`config.mk`:
```
export PLATFORM = sky130hd
export DESIGN_NAME = ifc_flat
export DESIGN_NICKNAME = d
export VERILOG_FILES = /design/src/rtl/ifc_pkg.sv /design/src/rtl/ifc_if.sv /design/src/rtl/ifc_range_scan.sv /design/src/rtl/ifc.sv /design/src/flat_wrapper.sv
export SDC_FILE = /design/constraint.sdc
export NUM_CORES = 1
export LEC_CHECK = 0
export ABC_CLOCK_PERIOD_IN_PS = 3650
export BUFFER_PORTS_ARGS = -buffer_cell sky130_fd_sc_hd__buf_2
export CORE_ASPECT_RATIO = 1.4
export CORE_MARGIN = 3
export CORE_UTILIZATION = 45
export DETAILED_ROUTE_END_ITERATION = 16
export GPL_ROUTABILITY_DRIVEN = 1
export PLACE_DENSITY = 0.8
export SLEW_MARGIN = 5
export SYNTH_ARGS = -nofsm -noshare
export SYNTH_HDL_FRONTEND = slang
export SYNTH_SLANG_ARGS = --single-unit
```
`constraint.sdc`:
```
create_clock -name clk -period 3.65 [get_ports clk]
set_input_delay 0 -clock clk [delete_from_list [all_inputs] [get_ports clk]]
set_output_delay 0 -clock clk [all_outputs]
set_load 0.02 [all_outputs]
```
`src/rtl/ifc_pkg.sv`:
```
// Shared types, default sizes and the pure ranged priority-encode function
// for the ifc block.
package ifc_pkg;

  localparam int unsigned NUM_ELEM = 4;
  localparam int unsigned ELEM_W   = 8;
  localparam int unsigned IDX_W    = 3;
  localparam int unsigned SEL_W    = (NUM_ELEM > 1) ? $clog2(NUM_ELEM) : 1;

  typedef struct packed {
    logic [NUM_ELEM-1:0][ELEM_W-1:0] vec_in;
    logic [IDX_W-1:0]                left;
    logic [IDX_W-1:0]                right;
  } encoder_func_in;

  typedef struct packed {
    logic [IDX_W-1:0] vec_index;
    logic             found;
    logic             range_err;
  } encoder_func_out;

  // Walk NUM_ELEM positions starting at left (wrapping at NUM_ELEM);
  // only the first span positions belong to the window.
  function automatic encoder_func_out encoder_function(input encoder_func_in fin);
    encoder_func_out fout;
    int unsigned     lo;
    int unsigned     hi;
    int unsigned     span;
    int unsigned     pos;
    fout = '0;
    lo   = 32'(fin.left);
    hi   = 32'(fin.right);
    if ((lo >= NUM_ELEM) || (hi >= NUM_ELEM)) begin
      fout.range_err = 1'b1;
    end else begin
      span = (lo <= hi) ? (hi - lo + 1) : (NUM_ELEM - lo + hi + 1);
      for (int unsigned k = 0; k < NUM_ELEM; k++) begin
        pos = lo + k;
        if (pos >= NUM_ELEM) pos = pos - NUM_ELEM;
        if ((k < span) && !fout.found && (|fin.vec_in[SEL_W'(pos)])) begin
          fout.found     = 1'b1;
          fout.vec_index = IDX_W'(pos);
        end
      end
    end
    return fout;
  endfunction

endpackage

```
`src/rtl/ifc_if.sv`:
```
// Request/result bundle between a requester and the ifc encoder.
interface ifc_if;
  import ifc_pkg::*;

  logic              in_valid;
  logic [ELEM_W-1:0] input_vec [NUM_ELEM];
  logic [IDX_W-1:0]  left;
  logic [IDX_W-1:0]  right;
  logic              out_valid;
  logic [IDX_W-1:0]  vec_index;
  logic              found;
  logic              range_err;

  modport encoder (
    input  in_valid, input_vec, left, right,
    output out_valid, vec_index, found, range_err
  );

  modport requester (
    output in_valid, input_vec, left, right,
    input  out_valid, vec_index, found, range_err
  );
endinterface

```
`src/rtl/ifc_range_scan.sv`:
```
// Combinational windowed scan: thin wrapper around encoder_function.
module ifc_range_scan
  import ifc_pkg::*;
(
  input  encoder_func_in  scan_in,
  output encoder_func_out scan_out_c
);

  assign scan_out_c = encoder_function(scan_in);

endmodule

```
`src/rtl/ifc.sv`:
```
// Registered ranged priority encoder: combinational scan plus one output
// register stage with synchronous active-high reset.
module ifc
  import ifc_pkg::*;
(
  input  logic      clk,
  input  logic      rst,
  ifc_if.encoder    bus
);

  encoder_func_in  scan_in;
  encoder_func_out scan_out_c;
  encoder_func_out res_d;
  encoder_func_out res_q;
  logic            out_valid_d;
  logic            out_valid_q;

  // Pack the unpacked element array into the scan payload.
  for (genvar g = 0; g < NUM_ELEM; g++) begin : g_pack
    assign scan_in.vec_in[g] = bus.input_vec[g];
  end
  assign scan_in.left  = bus.left;
  assign scan_in.right = bus.right;

  ifc_range_scan u_range_scan (
    .scan_in    (scan_in),
    .scan_out_c (scan_out_c)
  );

  // Result fields hold when no request is accepted.
  always_comb begin
    out_valid_d = bus.in_valid;
    res_d       = res_q;
    if (bus.in_valid) res_d = scan_out_c;
  end

  always_ff @(posedge clk) begin
    if (rst) begin
      out_valid_q <= 1'b0;
      res_q       <= '0;
    end else begin
      out_valid_q <= out_valid_d;
      res_q       <= res_d;
    end
  end

  assign bus.out_valid = out_valid_q;
  assign bus.vec_index = res_q.vec_index;
  assign bus.found     = res_q.found;
  assign bus.range_err = res_q.range_err;

endmodule

```
`src/flat_wrapper.sv`:
```
// flat-port wrapper written by rule: the top's interface ports become plain ports
module ifc_flat import ifc_pkg::*;
  (clk, rst, bus_in_valid, bus_input_vec, bus_left, bus_right, bus_out_valid, bus_vec_index, bus_found, bus_range_err);
  ifc_if bus_i ();
  input  logic clk;
  input  logic rst;
  input wire logic [$bits(bus_i.in_valid)-1:0] bus_in_valid;
  input wire logic [$bits(bus_i.input_vec)-1:0] bus_input_vec;
  input wire logic [$bits(bus_i.left)-1:0] bus_left;
  input wire logic [$bits(bus_i.right)-1:0] bus_right;
  output wire logic [$bits(bus_i.out_valid)-1:0] bus_out_valid;
  output wire logic [$bits(bus_i.vec_index)-1:0] bus_vec_index;
  output wire logic [$bits(bus_i.found)-1:0] bus_found;
  output wire logic [$bits(bus_i.range_err)-1:0] bus_range_err;
  assign bus_i.in_valid = bus_in_valid;
  assign bus_i.input_vec = {>>{bus_input_vec}};
  assign bus_i.left = bus_left;
  assign bus_i.right = bus_right;
  assign bus_out_valid = bus_i.out_valid;
  assign bus_vec_index = bus_i.vec_index;
  assign bus_found = bus_i.found;
  assign bus_range_err = bus_i.range_err;
  ifc u_core (.clk(clk), .rst(rst), .bus(bus_i));
endmodule
```
Word level (Yosys, flattened, before mapping)
Cells that the tools add are included.
{"block": "totals", "ff_bits": 6, "latchBits": 0, "mem_bits_rw": 0, "rom_bits": 0, "in_bits": 41, "output_inout_bits": 6, "word_cells": 71, "n_memories": 0}
{"block": "op_classes", "n_addsub": 12, "mul": 0, "div_mod_pow": 0, "n_lt_le_gt_ge": 14, "n_eq_ne": 0, "shifts": 0, "n_mux": 26, "bitwise": 0, "n_reduce_logical": 15}
{"op": "8-bit binary-select mux with 2-bit select", "n": 4}
{"op": "1-bit by 32-bit < comparator with 1-bit output, first input constant", "n": 2}
{"op": "2-bit by 32-bit < comparator with 1-bit output, first input constant", "n": 2}
{"op": "32-bit 2-to-1 mux", "n": 1}
{"op": "4-bit 2-to-1 mux", "n": 8}
{"op": "8-bit 2-to-1 mux", "n": 4}
{"op": "8-bit OR reduction", "n": 4}
{"op": "3-bit 2-to-1 mux", "n": 8}
{"op": "4-bit by 3-bit >= comparator with 1-bit output, second input constant", "n": 3}
{"op": "2-bit by 3-bit < comparator with 1-bit output, second input constant", "n": 4}
{"op": "3-bit subtractor, second input constant", "n": 4}
{"op": "3-bit by 2-bit adder with 4-bit output, second input constant", "n": 2}
{"op": "1-bit logical AND", "n": 7}
{"op": "5-bit by 2-bit adder with 6-bit output, second input constant", "n": 1}
{"op": "3-bit >= comparator, second input constant", "n": 2}
{"op": "4-bit by 2-bit adder with 5-bit output, second input constant", "n": 1}
{"op": "4-bit by 4-bit adder with 5-bit output", "n": 1}
{"op": "3-bit by 1-bit adder with 4-bit output, second input constant", "n": 1}
{"op": "3-bit by 3-bit subtractor with 4-bit output", "n": 1}
{"op": "3-bit by 3-bit subtractor with 4-bit output, first input constant", "n": 1}
{"op": "3-bit less-or-equal comparator", "n": 1}
{"op": "1-bit zero test", "n": 3}
{"op": "1-bit logical OR", "n": 1}
{"op": "1-bit 2-to-1 mux", "n": 1}

Longest topological paths before layout
Gate-level depths: netlist of run 1.
{"block": "logic_depth", "depth_word": 24, "ltp_mapped": 11, "depth_no_buf": 11}

Hierarchy
From an unflattened synthesis of run 1, not the netlist that was laid out.
{"block": "unflattened", "hier_cells": 122, "area_unflattened_um2": 950.9}
{"module": "ifc_range_scan", "instances": 1, "cells_each": 104, "area_each_um2": 744.5, "seq_area_each_um2": 0.0}
{"module": "ifc", "instances": 1, "cells_each": 18, "area_each_um2": 206.4, "seq_area_each_um2": 120.1}

Worst setup path before layout of run 1
OpenSTA, ideal clock, no wires.
{"block": "synth_timing", "path_type": "input to register", "startpoint": "input bus_left[0]", "endpoint": "register u_core.res_q, in the netlist u_core.bus.vec_index[1]", "setup_ps": 86, "t_arrival_ps": 2234, "t_required_ps": 3564, "slack_ps": 1331, "cell_stages": 10, "n_path_buf": 0, "path_cell_list": "inv_1 -> ha_1 -> ha_1 -> nor2b_1 -> or4_4 -> a2111oi_2 -> a211o_2 -> a21boi_2 -> a211o_1 -> a211oi_1"}
{"block": "synth_between", "elab_chain_cells": 24, "word_cells_on_any_way": 61, "classes_between": "add/sub: 12; order compare: 9; mux: 25; reduce/logical: 15"}
{"element": "start: declaration", "line": "flat_wrapper.sv:9", "rtl": "input wire logic [$bits(bus_i.left)-1:0] bus_left;"}
{"element": "branches (longest 23 deep; another with 1-bit by 32-bit < comparator with 1-bit output)"}
{"element": "4-bit 2-to-1 mux *", "line": "ifc_pkg.sv:33", "rtl": "if ((lo >= NUM_ELEM) || (hi >= NUM_ELEM)) begin"}
{"element": "end signal: assignment", "line": "ifc.sv:43", "rtl": "res_q <= res_d;"}
{"element": "end: declaration", "line": "ifc.sv:14", "rtl": "encoder_func_out res_q;"}
Mark *: on every way between the ends. The select of a mux whose other input is x is not followed.
A chain may end at the register's enable or synchronous reset.

Worst setup path after layout of run 1
{"block": "layout_timing", "startpoint": "input bus_right[0]", "endpoint": "register u_core.res_q, in the netlist u_core.bus.vec_index[1]"}
{"block": "layout_between", "elab_chain_cells": 22, "word_cells_on_any_way": 30, "classes_between": "add/sub: 4; order compare: 6; mux: 9; reduce/logical: 11"}
{"element": "start: declaration", "line": "flat_wrapper.sv:10", "rtl": "input wire logic [$bits(bus_i.right)-1:0] bus_right;"}
{"element": "4-bit by 4-bit adder with 5-bit output or 3-bit by 3-bit subtractor with 4-bit output (tied branches)", "line": "ifc_pkg.sv:36", "rtl": "span = (lo <= hi) ? (hi - lo + 1) : (NUM_ELEM - lo + hi + 1);"}
{"element": "5-bit by 2-bit adder with 6-bit output or 4-bit by 2-bit adder with 5-bit output (tied branches)", "line": "ifc_pkg.sv:36"}
{"element": "32-bit 2-to-1 mux", "line": "ifc_pkg.sv:36"}
{"element": "1-bit by 32-bit < comparator with 1-bit output", "line": "ifc_pkg.sv:40", "rtl": "if ((k < span) && !fout.found && (|fin.vec_in[SEL_W'(pos)])) begin"}
{"element": "1-bit logical AND", "line": "ifc_pkg.sv:40"}
{"element": "4-bit 2-to-1 mux", "line": "ifc_pkg.sv:40"}
{"element": "4-bit 2-to-1 mux", "line": "ifc_pkg.sv:33"}
{"element": "1-bit zero test", "line": "ifc_pkg.sv:40"}
{"element": "[4 not listed]"}
{"element": "1-bit zero test", "line": "ifc_pkg.sv:40"}
{"element": "1-bit logical AND (2 in a row)", "line": "ifc_pkg.sv:40"}
{"element": "4-bit 2-to-1 mux", "line": "ifc_pkg.sv:40"}
{"element": "4-bit 2-to-1 mux", "line": "ifc_pkg.sv:33"}
{"element": "1-bit zero test", "line": "ifc_pkg.sv:40"}
{"element": "1-bit logical AND (2 in a row)", "line": "ifc_pkg.sv:40"}
{"element": "4-bit 2-to-1 mux", "line": "ifc_pkg.sv:40"}
{"element": "4-bit 2-to-1 mux *", "line": "ifc_pkg.sv:33"}
Every way passes the cells marked *; elsewhere a longest branch is shown, timed or not. The select of a mux whose other input is x is not followed.

==> results of run 1 <==
## flip-flops by register name, indices dropped and copies added (netlist names)
signal and flops:
u_core.bus.vec_index 3, u_core.bus.found 1, u_core.bus.out_valid 1, u_core.bus.range_err 1
## power by group
| part | leakage, nW | internal [mW] | switching (mW) |
|---|---|---|---|
| combinational | 0.504 | 0.0660 | 0.0774 |
| clock | 0.0138 | 0.0370 | 0.0216 |
| sequential | 0.0491 | 0.0682 | 0.000870 |
| total | 0.567 | 0.171 | 0.0999 |
## worst max-delay path, delay by kind of cell
kind | cells | cell delay, ns
AOI/OAI and AO/OA | 5 | 1.34
adders and majority gates | 3 | 0.99
buffers and inverters | 3 | 0.24
and+or+nand+nor | 1 | 0.05
## logic make-up (layout without fill, tap and decap cells)
family | after synthesis | in the layout | share of synthesized area
compound gates | 28 | 28 | 0.234
simple gates | 50 | 50 | 0.292
fa+ha+maj | 11 | 11 | 0.173
flops | 6 | 6 | 0.130
mux | 5 | 5 | 0.116
xor+xnor | 2 | 2 | 0.0189
buf+inv | 9 | 60 | 0.0365
## layout make-up
| type | count | area (um2) | area share |
|---|---|---|---|
| inverter | 9 | 33.8 | 0.0276 |
| sequential | 6 | 120 | 0.0982 |
| tap | 20 | 25.0 | 0.0204 |
| clock buffer | 3 | 22.5 | 0.0184 |
| multi-input combinational | 96 | 772 | 0.631 |
| timing repair buffer | 48 | 250 | 0.204 |
## worst paths after layout
check                             to  slack (ns)  cells past startpoint
max          u_core.bus.vec_index[1]        1.19                     12
min             u_core.bus.out_valid        0.07                      2
max reg2reg     u_core.bus.range_err        2.47                      3
min reg2reg  u_core.bus.vec_index[2]        0.45                      1
## routing by layer
layer  share of wire  up-vias  track usage
li1                -      534            -
met2            0.52       53        0.404
met3           0.076       10       0.0271
met4           0.029        0       0.0776
met1            0.37      487        0.221
met5               0        -            0
## what timing repair did
action,4_1_cts,5_1_grt
gates resized for setup,0,0
hold endpoints to repair,2,0
hold buffers,2,0
buffers inserted,0,0
## stage by stage
stage | std cells | total power, mW
floorplan | 111 | 0.163
global placement | 177 | 0.205
finish | 182 | 0.271
global route | 182 | 0.295
detailed placement | 177 | 0.211
CTS | 182 | 0.273
## Yosys cell counts, drive strengths merged, types with 2 or more instances
cell type  number  share of area
nand2          14          0.057
inv             9          0.036
nor4            9          0.061
ha              8           0.11
nor2            7          0.028
and2            6          0.041
dfxtp           6           0.13
a21oi           5          0.027
mux4            4           0.11
a211o           3          0.030
fa              3          0.065
nand3           3          0.016
o21ai           3          0.016
a211oi          2          0.016
nand3b          2          0.016
nor2b           2          0.014
nor3            2          0.011
o31ai           2          0.016
==> impl_metrics.yaml, run 1 <==
clock_tree:
  clk_latency_ns: 0.24
  root_buffer: "clkbuf_4"
  clockBufferDepth: 2
  clk_pin_slew_ns: 0.04
  cts_buffers: 3
  cts_htree_levels: 1
  numClockSinks: 6
  cts_tree: "yes"
timing:
  slew_headroom: 0.729
  worst_slew_pin_slew_ns: 0.401
  finalClockSkew_ns: 0
  setup_viol_count_final: 0
  layout_setup_ws_ns: 1.19
  grt_setup_unrepaired: "no"
  tns_ns: 0
  period_minus_slack_ns: 2.46
  hold_viol: 0
  drv_slew: 0
  hold_ws_ns: 0.0691
  finalCritPeriodShare: 0.673
  max_freq_mhz: 407
worst_setup_path:
  cp_data_arrival_time_ns: 2.61
  critical-path-slowest-cell: "fa_1"
  cp_cell_sequence: "buf_2, inv_1, ha_1, inv_1, fa_1, fa_1, o21ba_2, nor2_1, a211o_2, o41ai_1, a21oi_1, a211oi_1"
  critPathLaunch: "bus_right[0]"
  r2r-start: "u_core.bus.range_err"
  cp-start-kind: "input port"
  crit_fanout: 6
  crit_required_ns: 3.80
  slowest_delay_ns: 0.41
  crit_type: "in2reg"
  endpoint_kind: "flop"
grt:
  antenna_found_initial: 0
  grt_pass1_wl_um: 4260
  grt_usage: 0.209
  grt_max_degree: 8
  grt.overflow.total: 0
  grt_pass1_vias: 1125
detailed_routing:
  num_vias: 1084
  vias_per_cell: 5.96
  wl_per_cell_um: 13.7
  postRouteAntennaNets: 0
  dr.pass1.iters: 6
  wirelength_um: 2500
  drc: 0
  drtIter0Drc: 22
placed_design:
  port_buffers: 46
  dpl_cell_area_mm2: 0.00118
  post-place-ws_ns: 0.954
  finalWeightedCongestion: 0.876
  hpwlAfterDp_um: 2180
floorplan:
  dieArea_mm2: 0.00265
  core_mm2: 0.00185
  die_h_um: 59.7
  fp.dieW_um: 44.3
  design.portCount: 47
  rows: 18
  initial_core_util: 0.501
pwr:
  power_density_mw_per_mm2: 222
  ir_worst_vdd_mv: 0.125
  leakagePower_nw: 0.567
layout:
  nets: 216
  mostFrequentLayoutCell: "buf_2"
  layout.cells.most_common_list: "buf_2 (46), nand2_1 (14), inv_1 (9), nor4_1 (9), ha_1 (8)"
  fillers: 167
  antennaDiodeCount: 0
  areaGrowthSynthToFinish_pct: 32.2
  final_util: 0.663
  stdcell_area_mm2: 0.00122
  drive_gt1_frac: 0.358
synth:
  synth_area_um2: 926
  ys_warn_count: 0
  syn_avg_cell_area_um2: 8.34
  synth_top_flop_cell: "dfxtp_1"
  async_reset_ff_frac: 0
  synth_fp_nets: 163
  synth_edf_count: 0
  synthCells: 111
  synth_cell_types: 41
  ys_seq_area_frac: 0.130
  ys_ff_latch: 6
hold_path:
  worstHoldPathType: "in2reg"
  hp-start: "bus_in_valid"
status:
  status: "finished, final reports clean"
job:
  cap_violations: 0
Note: power is estimated with default switching activity, not from simulation.
==> run 2, diff against run 1 <==
ABC_AREA = 1   (was default)
ABC_CLOCK_PERIOD_IN_PS = 2500   (was 3650)
clock period = 2.5 ns   (was 3.65 ns; I/O delays follow)
==> run 2 against run 1 <==
Effect of this change: clock skew did not move; clock power rose by 50%; global-route usage fell by 2.4 points; critical path depth rose by 7; total power rose by 57%; sequential cell count did not move; non-clock buffer count did not move; wire length fell by 7.5%; first-iteration DRC count rose by 50%; via count rose by 3.2%; final area rose by 2.4%; final cell count rose by 30%; critical endpoint unchanged.
==> impl_metrics.yaml, run 2 <==
timing:
  drv_slew: 0
  grt_setup_unrepaired: "no"
  max_freq_mhz: 454
  tns_ns: 0
  finalClockSkew_ns: 0
  finalCritPeriodShare: 0.882
  period_minus_slack_ns: 2.20
  hold_viol: 0
  setup_viol_count_final: 0
  worst_slew_pin_slew_ns: 0.374
  slew_headroom: 0.749
hold_path:
  worst_hold_path.num_cells: 3
  worstHoldPathType: "in2reg"
  hp-start: "bus_in_valid"
  whs_endpoint: "u_core.bus.range_err"
grt:
  grt_max_degree: 9
  grt_pass1_wl_um: 3910
  grt.overflow.total: 0
  antenna_found_initial: 0
  grt_pass1_vias: 1048
  grt_usage: 0.185
detailed_routing:
  vias_per_cell: 4.74
  dr.pass1.iters: 4
  drc: 0
  wirelength_um: 2310
  drtIter0Drc: 33
  wl_per_cell_um: 9.80
  postRouteAntennaNets: 0
  num_vias: 1119
layout:
  antennaDiodeCount: 0
  areaGrowthSynthToFinish_pct: 31.0
  layout.cells.non_filler: 236
  fillers: 191
  drive_gt1_frac: 0.321
  final_util: 0.627
  layout.cells.most_common_list: "nand2_1 (48), buf_2 (46), nor2_1 (31)"
  largest_reg_flops: 3
  mostFrequentLayoutCell: "nand2_1"
  nets: 269
worst_setup_path:
  cp_data_arrival_time_ns: 2.39
  crit_type: "in2reg"
  r2r_cells: 2
  endpoint_kind: "flop"
  r2r-start: "u_core.bus.vec_index[1]"
  crit_required_ns: 2.69
  r2r_slack_ns: 1.93
  cp-start-kind: "input port"
  crit_fanout: 8
  rr_endpoint: "u_core.bus.vec_index[1]"
floorplan:
  die_h_um: 60.5
  rows: 19
  dieArea_mm2: 0.00272
  fp.dieW_um: 45.0
  core_mm2: 0.00200
  design.portCount: 47
  initial_core_util: 0.479
clock_tree:
  cts_buffers: 3
  clk_latency_ns: 0.25
  post_cts_buffers: 0
  cts_tree: "yes"
  cts_htree_levels: 1
  clockBufferDepth: 2
  numClockSinks: 6
  clk_pin_slew_ns: 0.04
  root_buffer: "clkbuf_4"
job:
  cap_violations: 0
pwr:
  power_density_mw_per_mm2: 340
  leakagePower_nw: 0.723
  ir_worst_vdd_mv: 0.208
synth:
  ys_top_cells_by_count: "nand2_1 (48), nor2_1 (31), inv_1 (20), nand3_1 (14), ha_1 (8)"
  ys_top_cells_by_area: "nand2_1 (19%), dfxtp_1 (13%), nor2_1 (12%)"
  synthCells: 164
  synth_edf_count: 0
  synth_area_um2: 956
  netlist.area_leader.share: 0.188
  synth_fp_nets: 216
  ys_ff_latch: 6
  synth_cell_types: 22
  synth_top_cell_by_area: "nand2_1"
  ys_warn_count: 0
  synth_top_flop_cell: "dfxtp_1"
  yosysMostFrequentCell: "nand2_1"
  async_reset_ff_frac: 0
  syn_avg_cell_area_um2: 5.83
  ys_seq_area_frac: 0.126
placed_design:
  placed_cells: 232
  hpwlAfterDp_um: 2050
  port_buffers: 46
  finalWeightedCongestion: 0.833
status:
  status: "finished, final reports clean"
==> run 2: cell type report <==
type | instances | area (um2) | share of cell area
multi-input combinational | 135 | 744 | 0.594
timing repair buffer | 48 | 248 | 0.198
sequential | 6 | 120 | 0.0959
inverter | 23 | 91.3 | 0.0729
tap | 21 | 26.3 | 0.0210
clock buffer | 3 | 22.5 | 0.0180
==> run 2: worst max-delay path by stage <==
stage	slack (ns)	to	startpoint
finish	0.30	u_core.bus.vec_index[1]	bus_left[0]
global route	0.08	u_core.bus.vec_index[1]	bus_left[0]
CTS	0.32	u_core.bus.vec_index[1]	bus_left[0]
detailed placement	0.06	u_core.bus.vec_index[1]	bus_left[0]
global placement	0.13	u_core.bus.vec_index[1]	bus_left[0]
floorplan	0.35	u_core.bus.vec_index[1]	bus_right[0]
==> run 2: metal layers <==
metal  wire length [um]  GRT usage  vias to the layer above
met2               1290      0.358                       26
li1                   -          -                      613
met1                896      0.198                      476
met5                  0          0                        -
met4                 34     0.0837                        0
met3                 92    0.00890                        4
==> run 2: metrics by stage <==
| step | power (mW) | hold slack, ns | cell area [um2] | worst slack [ns] |
|---|---|---|---|---|
| after floorplan | 0.264 | 0.0624 | 956 | 0.353 |
| after global placement | 0.325 | 0.234 | 1220 | 0.128 |
| after detailed placement | 0.337 | 0.235 | 1220 | 0.0629 |
| after CTS | 0.430 | 0.0533 | 1250 | 0.318 |
| after global routing | 0.467 | 0.110 | 1250 | 0.0777 |
| final | 0.425 | 0.0561 | 1250 | 0.296 |
==> run 2: critical path, stage by stage <==
cell,delay [ns]
buf_2,0.18
ha_1,0.17
inv_1,0.06
fa_1,0.38
fa_1,0.53
inv_1,0.05
nand2_1,0.05
nand2_1,0.05
a21oi_1,0.14
nand3_2,0.10
nand2_4,0.09
nand2_2,0.08
nand2_4,0.09
nand3_2,0.08
nor2_2,0.08
nor2_1,0.04
nand2_1,0.06
nand2_1,0.05
a21oi_2,0.10
==> run 2: kinds of logic after synthesis <==
family                   synth area share
AND/OR/NAND/NOR                     0.551
buffers and inverters              0.0956
adder cells (fa/ha/maj)             0.168
AO/OA/AOI/OAI                      0.0510
flip-flops                          0.126
XOR/XNOR                          0.00916
==> run 2: what timing repair did <==
action | 4_1_cts | 5_1_grt
endpoints found under the hold margin | 4 | 0
hold buffers | 1 | 0
resized for setup | 0 | 0
==> run 2: power breakdown <==
group / total, mW / internal, mW / switching [mW]
Combinational: 0.236 / 0.0949 / 0.141
Clock: 0.0881 / 0.0542 / 0.0339
Sequential: 0.101 / 0.0997 / 0.00126
